**config.mk**
```make
export PLATFORM = sky130hd
export DESIGN_NAME = hazard_ctrl
export DESIGN_NICKNAME = d
export VERILOG_FILES = /design/src/rtl/hazard_pkg.sv /design/src/rtl/hazard_match.sv /design/src/rtl/hazard_ctrl.sv
export SDC_FILE = /design/constraint.sdc
export NUM_CORES = 1
export LEC_CHECK = 0
export ABC_AREA = 0
export CAP_MARGIN = 15
export CORE_AREA = 3 3 65 67
export CTS_BUF_LIST = sky130_fd_sc_hd__clkbuf_4 sky130_fd_sc_hd__clkbuf_8
export CTS_CLUSTER_SIZE = 8
export DETAILED_ROUTE_END_ITERATION = 10
export DIE_AREA = 0 0 68 70
export PLACE_DENSITY = 0.86
export SKIP_CTS_REPAIR_TIMING = 1
export SYNTH_ARGS = -nofsm -noshare
export SYNTH_HDL_FRONTEND = slang
export SYNTH_SLANG_ARGS = --single-unit
```
**constraint.sdc**
```tcl
create_clock -name clk_i -period 6.8 [get_ports clk_i]
set_input_delay 2.04 -clock clk_i [delete_from_list [all_inputs] [get_ports clk_i]]
set_output_delay 2.04 -clock clk_i [all_outputs]
set_load 0.02 [all_outputs]
```
**src/rtl/hazard_pkg.sv**
```systemverilog
// hazard_pkg: shared definitions for the load-use hazard control unit.
//   hz_state_e : FSM state encoding (StIdle = 0, StLuWait = 1)
//   hz_out_t   : bundle of the five pipeline-control outputs
//   HzOut*     : output constants for idle, load-use stall, cache freeze and branch flush
//   X0Addr     : architectural zero register, never a real dependency
package hazard_pkg;

  typedef enum logic {
    StIdle   = 1'b0,
    StLuWait = 1'b1
  } hz_state_e;

  typedef struct packed {
    logic pc_write;
    logic stall;
    logic noop;
    logic mem_stall;
    logic flush;
  } hz_out_t;

  localparam hz_out_t HzOutIdle  = '{pc_write: 1'b1, stall: 1'b0, noop: 1'b0,
                                     mem_stall: 1'b0, flush: 1'b0};
  localparam hz_out_t HzOutStall = '{pc_write: 1'b0, stall: 1'b1, noop: 1'b1,
                                     mem_stall: 1'b0, flush: 1'b0};
  localparam hz_out_t HzOutBusy  = '{pc_write: 1'b0, stall: 1'b1, noop: 1'b0,
                                     mem_stall: 1'b1, flush: 1'b0};
  localparam hz_out_t HzOutFlush = '{pc_write: 1'b1, stall: 1'b0, noop: 1'b0,
                                     mem_stall: 1'b0, flush: 1'b1};

  localparam int unsigned X0Addr = 0;

endpackage

```
**src/rtl/hazard_match.sv**
```systemverilog
// hazard_match: NUM_SRC-way load-use comparator.
//   rs_addr_i  : packed ID source addresses, operand k at [k*ADDR_W +: ADDR_W]
//   rs_used_i  : per-operand read qualifier
//   mem_read_i : instruction in EX is a load
//   rd_addr_i  : destination of the instruction in EX
//   hit_o      : a used, non-x0 operand depends on the load in EX
module hazard_match
  import hazard_pkg::*;
#(
  parameter int unsigned ADDR_W  = 5,
  parameter int unsigned NUM_SRC = 2
) (
  input  logic [NUM_SRC*ADDR_W-1:0] rs_addr_i,
  input  logic [NUM_SRC-1:0]        rs_used_i,
  input  logic                      mem_read_i,
  input  logic [ADDR_W-1:0]         rd_addr_i,
  output logic                      hit_o
);

  logic [NUM_SRC-1:0] w_slot_hit;

  for (genvar k = 0; k < NUM_SRC; k++) begin : g_slot
    assign w_slot_hit[k] = rs_used_i[k] && (rs_addr_i[k*ADDR_W +: ADDR_W] == rd_addr_i);
  end

  assign hit_o = mem_read_i && (rd_addr_i != ADDR_W'(X0Addr)) && (|w_slot_hit);

endmodule

```
**src/rtl/hazard_ctrl.sv**
```systemverilog
// hazard_ctrl: load-use / cache-busy / branch-flush hazard control for the in-order pipeline.
//   clk_i, rst_i  : clock and synchronous active-low reset
//   RSaddr_i      : ID source addresses (NUM_SRC x ADDR_W)
//   RSused_i      : per-operand read qualifier
//   MemRead_i     : EX instruction is a load
//   RDaddr_i      : EX destination
//   MemBusy_i     : data cache not ready, freeze everything
//   BranchTaken_i : branch resolved taken in ID
//   PCWrite_o, Stall_o, NoOp_o, MemStall_o, Flush_o : pipeline control (combinational)
//   StallCnt_o    : saturating count of load-use bubble cycles
module hazard_ctrl
  import hazard_pkg::*;
#(
  parameter int unsigned ADDR_W     = 5,
  parameter int unsigned NUM_SRC    = 2,
  parameter int unsigned LOAD_STALL = 1,
  parameter int unsigned CNT_W      = 32
) (
  input  logic                      clk_i,
  input  logic                      rst_i,
  input  logic [NUM_SRC*ADDR_W-1:0] RSaddr_i,
  input  logic [NUM_SRC-1:0]        RSused_i,
  input  logic                      MemRead_i,
  input  logic [ADDR_W-1:0]         RDaddr_i,
  input  logic                      MemBusy_i,
  input  logic                      BranchTaken_i,
  output logic                      PCWrite_o,
  output logic                      Stall_o,
  output logic                      NoOp_o,
  output logic                      MemStall_o,
  output logic                      Flush_o,
  output logic [CNT_W-1:0]          StallCnt_o
);

  localparam int unsigned RemW = $clog2(LOAD_STALL + 1);

  hz_state_e        r_state;
  logic [RemW-1:0]  r_rem;
  logic [CNT_W-1:0] r_cnt;

  logic    w_hit;
  logic    w_lu;
  hz_out_t w_out;

  hazard_match #(
    .ADDR_W (ADDR_W),
    .NUM_SRC(NUM_SRC)
  ) u_match (
    .rs_addr_i (RSaddr_i),
    .rs_used_i (RSused_i),
    .mem_read_i(MemRead_i),
    .rd_addr_i (RDaddr_i),
    .hit_o     (w_hit)
  );

  // In LU_WAIT the bubbles already in flight own the stall regardless of the ID inputs.
  assign w_lu = (r_state == StLuWait) || w_hit;

  always_comb begin
    w_out = HzOutIdle;
    if (!rst_i) begin
      w_out = HzOutIdle;
    end else if (MemBusy_i) begin
      w_out = HzOutBusy;
    end else if (w_lu) begin
      w_out = HzOutStall;
    end else if (BranchTaken_i) begin
      w_out = HzOutFlush;
    end
  end

  always_ff @(posedge clk_i) begin
    if (!rst_i) begin
      r_state <= StIdle;
      r_rem   <= '0;
      r_cnt   <= '0;
    end else if (!MemBusy_i) begin
      // A busy cycle holds everything; a pending hit is simply re-seen afterwards.
      if (w_lu && (r_cnt != {CNT_W{1'b1}})) begin
        r_cnt <= r_cnt + 1'b1;
      end
      if (r_state == StLuWait) begin
        r_rem <= r_rem - 1'b1;
        if (r_rem == RemW'(1)) begin
          r_state <= StIdle;
        end
      end else if (w_hit && (LOAD_STALL > 1)) begin
        r_state <= StLuWait;
        r_rem   <= RemW'(LOAD_STALL - 1);
      end
    end
  end

  assign PCWrite_o  = w_out.pc_write;
  assign Stall_o    = w_out.stall;
  assign NoOp_o     = w_out.noop;
  assign MemStall_o = w_out.mem_stall;
  assign Flush_o    = w_out.flush;
  assign StallCnt_o = r_cnt;

endmodule

```
==> impl_metrics.json, run 1 <==
{
  "timing.hold.worst_endpoint": "r_state$_SDFFE_PN0N_",
  "clock_latency_ns": 0.29,
  "tritoncts": "yes",
  "rsz0062_at_grt": "no",
  "final_min_period_over_clock_period": 0.940,
  "period_minus_slack_ns": 6.39,
  "die_y_um": 70,
  "post-synth-top-count-cell": "sky130_fd_sc_hd__dfxtp_1",
  "cp-start-kind": "input pin",
  "dp.final_hpwl_mm": 3.53,
  "holdCritStartpoint": "r_rem$_SDFFE_PN0P_",
  "mappedNetlistNets": 264,
  "vias_per_cell": 6.01,
  "slew_headroom": 0.468,
  "critical_path.max_fanout": 3,
  "setup.worst_path.end_class": "output pin",
  "worst_r2r_path_depth": 6,
  "die_area_um2": 4760,
  "number_of_antenna_violations_at_the_first_check_in_global_routing": 0,
  "clk_pin_slew_worst_paths_ns": 0.07,
  "cp.arrival_ns": 4.35,
  "core_um2": 3690,
  "tightest_slew_ns": 0.795,
  "port-buffer-count": 58,
  "drt-wirelength-per-cell_um": 14.7,
  "track_usage": 0.230,
  "tns_ns": 0,
  "largest_area_contributor_in_the_synthesized_netlist": "sky130_fd_sc_hd__dfxtp_1",
  "final_layout_size_suffix_gt1_frac": 0.0339,
  "post_synth_inst_count": 241,
  "io-pin-count": 59,
  "sum_of_met3_wire_segment_lengths_after_detailed_routing_um": 321,
  "worst_vdd_rail_ir_drop_v": 0.000119,
  "synth.yosys.seq_area_share": 0.355,
  "worst-endpoint-required_ns": 4.76,
  "synthArstFlopShare": 0,
  "postSynthRegisterBits": 34,
  "effective_utilization_at_floorplan": 0.520,
  "wl_met1_mm": 2.16,
  "timing_hold_violations_final": 0,
  "clock_h_tree_levels": 2,
  "post-route-drc-count": 0,
  "cts_made_buffers": 5,
  "gpl.final_weighted_congestion": 0.851,
  "ant_nets": 0,
  "vias_in_the_first_global_route": 1978,
  "maximum_clock_path_buffer_count": 2,
  "post-route-util": 0.713,
  "leakage_nw": 0.857,
  "regArea_um2": 681,
  "synth.top_cell.area_share": 0.355,
  "place_worst_setup_slack_ns": 0.394,
  "routed-via-count": 2063,
  "drt_first_pass_iters": 4,
  "die-width_um": 68,
  "outcome": "finished clean",
  "yosys_warnings": 0,
  "finClkSkew_ns": 0.00928,
  "final_net_count": 318,
  "cap_viol_max_count": 0,
  "worst_hold_path.num_cells": 1,
  "setup_viol": 0,
  "area_delta_synth_final_pct": 37.1,
  "synth_edf_count": 0,
  "synthTopCellsByArea": "sky130_fd_sc_hd__dfxtp_1 35%, sky130_fd_sc_hd__a21oi_1 6.3%, sky130_fd_sc_hd__or3_1 5.5%",
  "ctsRootBufferMaster": "sky130_fd_sc_hd__clkbuf_8",
  "pwr_density_cell_nw_per_um2": 160,
  "drt_first_iter_violations": 138,
  "syn_area_um2": 1920,
  "yosysUniqueCellTypes": 36,
  "setup.worst_path.class": "input pin to output pin",
  "number_of_rows_in_the_core_area": 22,
  "timing.fmax_mhz": 156,
  "syn_avg_cell_area_um2": 7.96,
  "hold_class": "register to register",
  "antennaDiodeCount": 0,
  "grt_max_degree": 53,
  "globalRouteOverflowTotal": 0,
  "final.setup.worst_slack_ns": 0.407,
  "topRoutingLayerUsed": "met4",
  "ys_top_cells_by_count": "34 x sky130_fd_sc_hd__dfxtp_1, 24 x sky130_fd_sc_hd__a21oi_1, 20 x sky130_fd_sc_hd__o21ai_0",
  "cts_sinks": 34,
  "wl_met2_mm": 2.47,
  "grt_first_pass_wirelength_mm": 8.63,
  "critical_path.reg2reg.endpoint": "StallCnt_o[5]$_SDFFE_PN0P_",
  "ys_dominant_reg_cell": "sky130_fd_sc_hd__dfxtp_1",
  "multi_input_area_um2": 1160,
  "drt_total_wl_mm": 5.05,
  "slack_of_the_worst_reg_to_reg_path_ns": 4.22,
  "fillers": 316,
  "report.final.slew_viol_count": 0,
  "timing.rr.start": "StallCnt_o[12]$_SDFFE_PN0P_"
}
-- flip-flops by register name, summed over array words and instances, names as in the netlist --
signal,cells
StallCnt_o,32
r_rem,1
r_state,1
-- power breakdown --
part | internal, W | total, W | leakage (nW) | switching, W
registers | 0.000199 | 0.000199 | 0.274 | 0.0000000868
clock network | 0.000117 | 0.000189 | 0.0573 | 0.0000722
logic | 0.0000178 | 0.0000331 | 0.526 | 0.0000154
-- worst max-delay path: stages --
cell	delay (ns)
sky130_fd_sc_hd__clkdlybuf4s50_1	0.46
sky130_fd_sc_hd__or4_1	0.54
sky130_fd_sc_hd__o21ai_0	0.30
sky130_fd_sc_hd__o21bai_1	0.14
sky130_fd_sc_hd__o21ai_0	0.22
sky130_fd_sc_hd__clkdlybuf4s50_1	0.65
-- cell families (layout without fill, tap and decap cells) --
kind of cell	count (synthesis)	count (layout)	synth area share
flops	34	34	0.355
simple gates	111	111	0.333
mux	6	6	0.0313
compound gates	60	60	0.184
xor+xnor	11	11	0.0502
buf+inv	18	72	0.0398
fa+ha+maj	1	1	0.00652
-- routing by layer --
metal  up-vias  GRT usage
li1       1018          -
met1       969      0.276
met2        65      0.370
met3        11     0.0836
met4         0     0.0773
met5         -          0
-- placed cells by master, fill, tap and decap left out, types with 2 or more instances in the layout --
cell type                          n
sky130_fd_sc_hd__clkdlybuf4s50_1  58
sky130_fd_sc_hd__dfxtp_1          34
sky130_fd_sc_hd__a21oi_1          24
sky130_fd_sc_hd__o21ai_0          20
sky130_fd_sc_hd__nand2_1          17
sky130_fd_sc_hd__or3_1            17
sky130_fd_sc_hd__nand4_1          16
sky130_fd_sc_hd__nand3_1          15
sky130_fd_sc_hd__nand2b_1         10
sky130_fd_sc_hd__xor2_1            9
sky130_fd_sc_hd__and3_1            7
sky130_fd_sc_hd__mux2i_1           6
sky130_fd_sc_hd__clkbuf_8          6
sky130_fd_sc_hd__or4_1             5
sky130_fd_sc_hd__o31ai_1           5
sky130_fd_sc_hd__nor4_1            4
sky130_fd_sc_hd__inv_1             4
sky130_fd_sc_hd__nor2_1            4
sky130_fd_sc_hd__nor3_1            4
sky130_fd_sc_hd__and4_1            4
sky130_fd_sc_hd__and2_1            3
sky130_fd_sc_hd__o311ai_0          3
sky130_fd_sc_hd__o41ai_1           3
sky130_fd_sc_hd__xnor2_1           2
sky130_fd_sc_hd__nor2b_1           2
sky130_fd_sc_hd__buf_4             2
-- through the flow --
stage	instances	total power, W	instance area [um^2]	hold WS [ns]
2_1_floorplan	241	0.000217	1920	0.422
3_3_place_gp	336	0.000236	2520	0.432
3_5_place_dp	336	0.000237	2520	0.447
4_1_cts	343	0.000425	2630	0.453
5_1_grt	343	0.000436	2630	0.469
6_report	343	0.000422	2630	0.452
-- worst max path at each step --
stage                     cells after the start         to        start  slack, ns
after detailed placement                      6  PCWrite_o  RDaddr_i[1]       0.39
after CTS                                     6  PCWrite_o  RDaddr_i[1]       0.39
after global routing                          6  PCWrite_o  RDaddr_i[1]       0.18
final                                         6  PCWrite_o  RDaddr_i[1]       0.41
after global placement                        6  PCWrite_o  RDaddr_i[1]       0.45
after floorplan                               5    Stall_o  RDaddr_i[1]       1.05
-- layout make-up --
type	count	share of cell area
sequential	34	0.259
timing repair buffer	60	0.227
tap	48	0.0228
clock buffer	6	0.0314
clock inverter	1	0.0114
multi-input combinational	189	0.442
inverter	5	0.00714
No activity file was read; power rests on OpenSTA's default activity.
==> inputs of run 2 (changes only) <==
--- a/config.mk
+++ b/config.mk
@@ -7,11 +7,11 @@
 export LEC_CHECK = 0
 export ABC_AREA = 0
 export CAP_MARGIN = 15
-export CORE_AREA = 3 3 65 67
+export CORE_AREA = 2 2 64 66
 export CTS_BUF_LIST = sky130_fd_sc_hd__clkbuf_4 sky130_fd_sc_hd__clkbuf_8
 export CTS_CLUSTER_SIZE = 8
 export DETAILED_ROUTE_END_ITERATION = 10
-export DIE_AREA = 0 0 68 70
+export DIE_AREA = 0 0 66 68
 export PLACE_DENSITY = 0.86
 export SKIP_CTS_REPAIR_TIMING = 1
 export SYNTH_ARGS = -nofsm -noshare
==> impl_metrics.json, run 2 (same netlist as run 1, synthesis figures left out) <==
{
  "outcome": "finished clean",
  "post-route-drc-count": 0,
  "final_min_period_over_clock_period": 0.947,
  "netSwitchingFraction": 0.226,
  "globalRouteOverflowTotal": 0,
  "drt_total_wl_mm": 4.86,
  "startpoint": "RDaddr_i[1]",
  "largest_register_ffs": 32,
  "cp-start-kind": "input pin",
  "timing.rr.start": "StallCnt_o[3]$_SDFFE_PN0P_",
  "antennaDiodeCount": 0,
  "slack_of_the_worst_reg_to_reg_path_ns": 4.19,
  "ctsRootBufferMaster": "sky130_fd_sc_hd__clkbuf_8",
  "final.setup.worst_slack_ns": 0.362,
  "grt_max_degree": 53,
  "effective_utilization_at_floorplan": 0.497,
  "area_delta_synth_final_pct": 36.7,
  "grt_busiest_layer": "met2",
  "cts_made_buffers": 5,
  "finClkSkew_ns": 0.00354,
  "maximum_clock_path_buffer_count": 2,
  "clk_pin_slew_worst_paths_ns": 0.07,
  "worstSetupEndpoint": "PCWrite_o",
  "final_cell_mix": "58 x sky130_fd_sc_hd__clkdlybuf4s50_1, 34 x sky130_fd_sc_hd__dfxtp_1, 24 x sky130_fd_sc_hd__a21oi_1",
  "timing.critical_path.slowest_stage_cell": "sky130_fd_sc_hd__clkdlybuf4s50_1",
  "die-width_um": 66,
  "period_minus_slack_ns": 6.44,
  "critical_path.max_fanout": 3,
  "ant_nets": 0,
  "cp_slowest_stage_delay_ns": 0.65,
  "worst-endpoint-required_ns": 4.76,
  "io-pin-count": 59,
  "leakage_nw": 0.856,
  "cp.arrival_ns": 4.40,
  "routed-via-count": 2033,
  "power_frac_comb": 0.085,
  "final_net_count": 319,
  "clock_latency_ns": 0.29,
  "regArea_um2": 681,
  "drt_first_iter_violations": 133,
  "dp.final_hpwl_mm": 3.51,
  "worst_r2r_path_depth": 6,
  "vias_per_cell": 5.86,
  "die_area_um2": 4490,
  "p_clk_frac": 0.406,
  "tightest_slew_ns": 0.850,
  "grt.met3_usage": 0.0592,
  "track_usage": 0.235,
  "power.total_w": 0.000391,
  "gpl.final_weighted_congestion": 0.810,
  "grt_first_pass_wirelength_mm": 8.22,
  "post-route-util": 0.680,
  "slew_headroom": 0.432,
  "pwr_density_cell_nw_per_um2": 149,
  "final_cells": 347,
  "grt.met1_usage": 0.284,
  "final_layout_size_suffix_gt1_frac": 0.0404,
  "cts_sinks": 34,
  "timing.critical_path.cells": "clkdlybuf4s50_1, or4_1, o21ai_0, o21bai_1, o21ai_0, clkdlybuf4s50_1",
  "mostFrequentLayoutCell": "sky130_fd_sc_hd__clkdlybuf4s50_1",
  "number_of_rows_in_the_core_area": 23,
  "core_um2": 3860,
  "clock_h_tree_levels": 2,
  "critical_path.reg2reg.endpoint": "StallCnt_o[15]$_SDFFE_PN0P_",
  "setup.worst_path.class": "input pin to output pin",
  "power_report.internal_total_w": 0.000303,
  "report.final.slew_viol_count": 0,
  "groute.layer.met2.usage": 0.407,
  "hold_class": "register to register",
  "rsz0062_at_grt": "no",
  "die_y_um": 68,
  "timing.fmax_mhz": 155,
  "drt-wirelength-per-cell_um": 14.0,
  "seq_power_share": 0.509,
  "place_worst_setup_slack_ns": 0.368,
  "netSwitchingPower_w": 0.0000885,
  "tns_ns": 0,
  "placed_cell_count": 339,
  "port-buffer-count": 58,
  "setup_viol": 0,
  "worst_vdd_rail_ir_drop_v": 0.000132,
  "multi_input_area_um2": 1160,
  "setup.worst_path.end_class": "output pin",
  "fillers": 322,
  "number_of_antenna_violations_at_the_first_check_in_global_routing": 0,
  "tritoncts": "yes",
  "cap_viol_max_count": 0,
  "vias_in_the_first_global_route": 1861,
  "drt_first_pass_iters": 4,
  "timing_hold_violations_final": 0
}
## run 2: cell types whose count changed in the layout (fill, tap and decap cells not counted), sizes merged
cell,before,now
buf,2,3
clkinv,0,1
bufinv,1,0
clkbuf,6,7
## run 2: worst max-delay path, delay by kind of cell
family	cells	cell delay, ns
and+or+nand+nor	1	0.56
buffers and inverters	2	1.12
AOI/OAI and AO/OA	3	0.67
## run 2: area by class of cell
type	count	area share
Multi-Input combinational cell	189	0.443
Sequential cell	34	0.260
Timing Repair Buffer	61	0.230
Clock buffer	7	0.0344
Tap cell	50	0.0239
Inverter	5	0.00716
Clock inverter	1	0.00191
## run 2: per-stage QoR
stage          instance area [um^2]  hold slack [ns]
2_1_floorplan                  1920            0.422
4_1_cts                        2620            0.456
3_5_place_dp                   2530            0.444
3_3_place_gp                   2530            0.442
6_report                       2620            0.454
5_1_grt                        2620            0.468
## run 2: worst min path at each step
stage | startpoint | end | depth (start not counted) | slack (ns)
final | r_state$_SDFFE_PN0N_ | r_state$_SDFFE_PN0N_ | 2 | 0.45
after global routing | r_state$_SDFFE_PN0N_ | r_state$_SDFFE_PN0N_ | 2 | 0.47
after CTS | r_state$_SDFFE_PN0N_ | r_state$_SDFFE_PN0N_ | 2 | 0.46
after detailed placement | r_state$_SDFFE_PN0N_ | r_state$_SDFFE_PN0N_ | 2 | 0.44
after global placement | r_state$_SDFFE_PN0N_ | r_state$_SDFFE_PN0N_ | 2 | 0.44
after floorplan | r_state$_SDFFE_PN0N_ | r_state$_SDFFE_PN0N_ | 2 | 0.42
## run 2: power groups by stage
stage	combinational [W]	sequential, W	clock [W]
finish	0.0000335	0.000199	0.000159
global route	0.0000364	0.000199	0.000171
CTS	0.0000338	0.000199	0.000162
detailed placement	0.0000336	0.000204	0
global placement	0.0000328	0.000204	0
floorplan	0.0000134	0.000204	0
## run 2: layer usage
layer / vias to the layer above / routed length [um]
met5: - / 0
met4: 0 / 70
met3: 9 / 298
met2: 63 / 2390
met1: 940 / 2100
li1: 1021 / -
==> inputs of run 3 (changes only) <==
--- a/config.mk
+++ b/config.mk
@@ -12,6 +12,7 @@
 export CTS_CLUSTER_SIZE = 8
 export DETAILED_ROUTE_END_ITERATION = 10
 export DIE_AREA = 0 0 66 68
+export HOLD_SLACK_MARGIN = 0.05
 export PLACE_DENSITY = 0.86
 export SKIP_CTS_REPAIR_TIMING = 1
 export SYNTH_ARGS = -nofsm -noshare
==> results of run 3 <==
The final DEF is identical to that of run 2; final timing and power are the same.
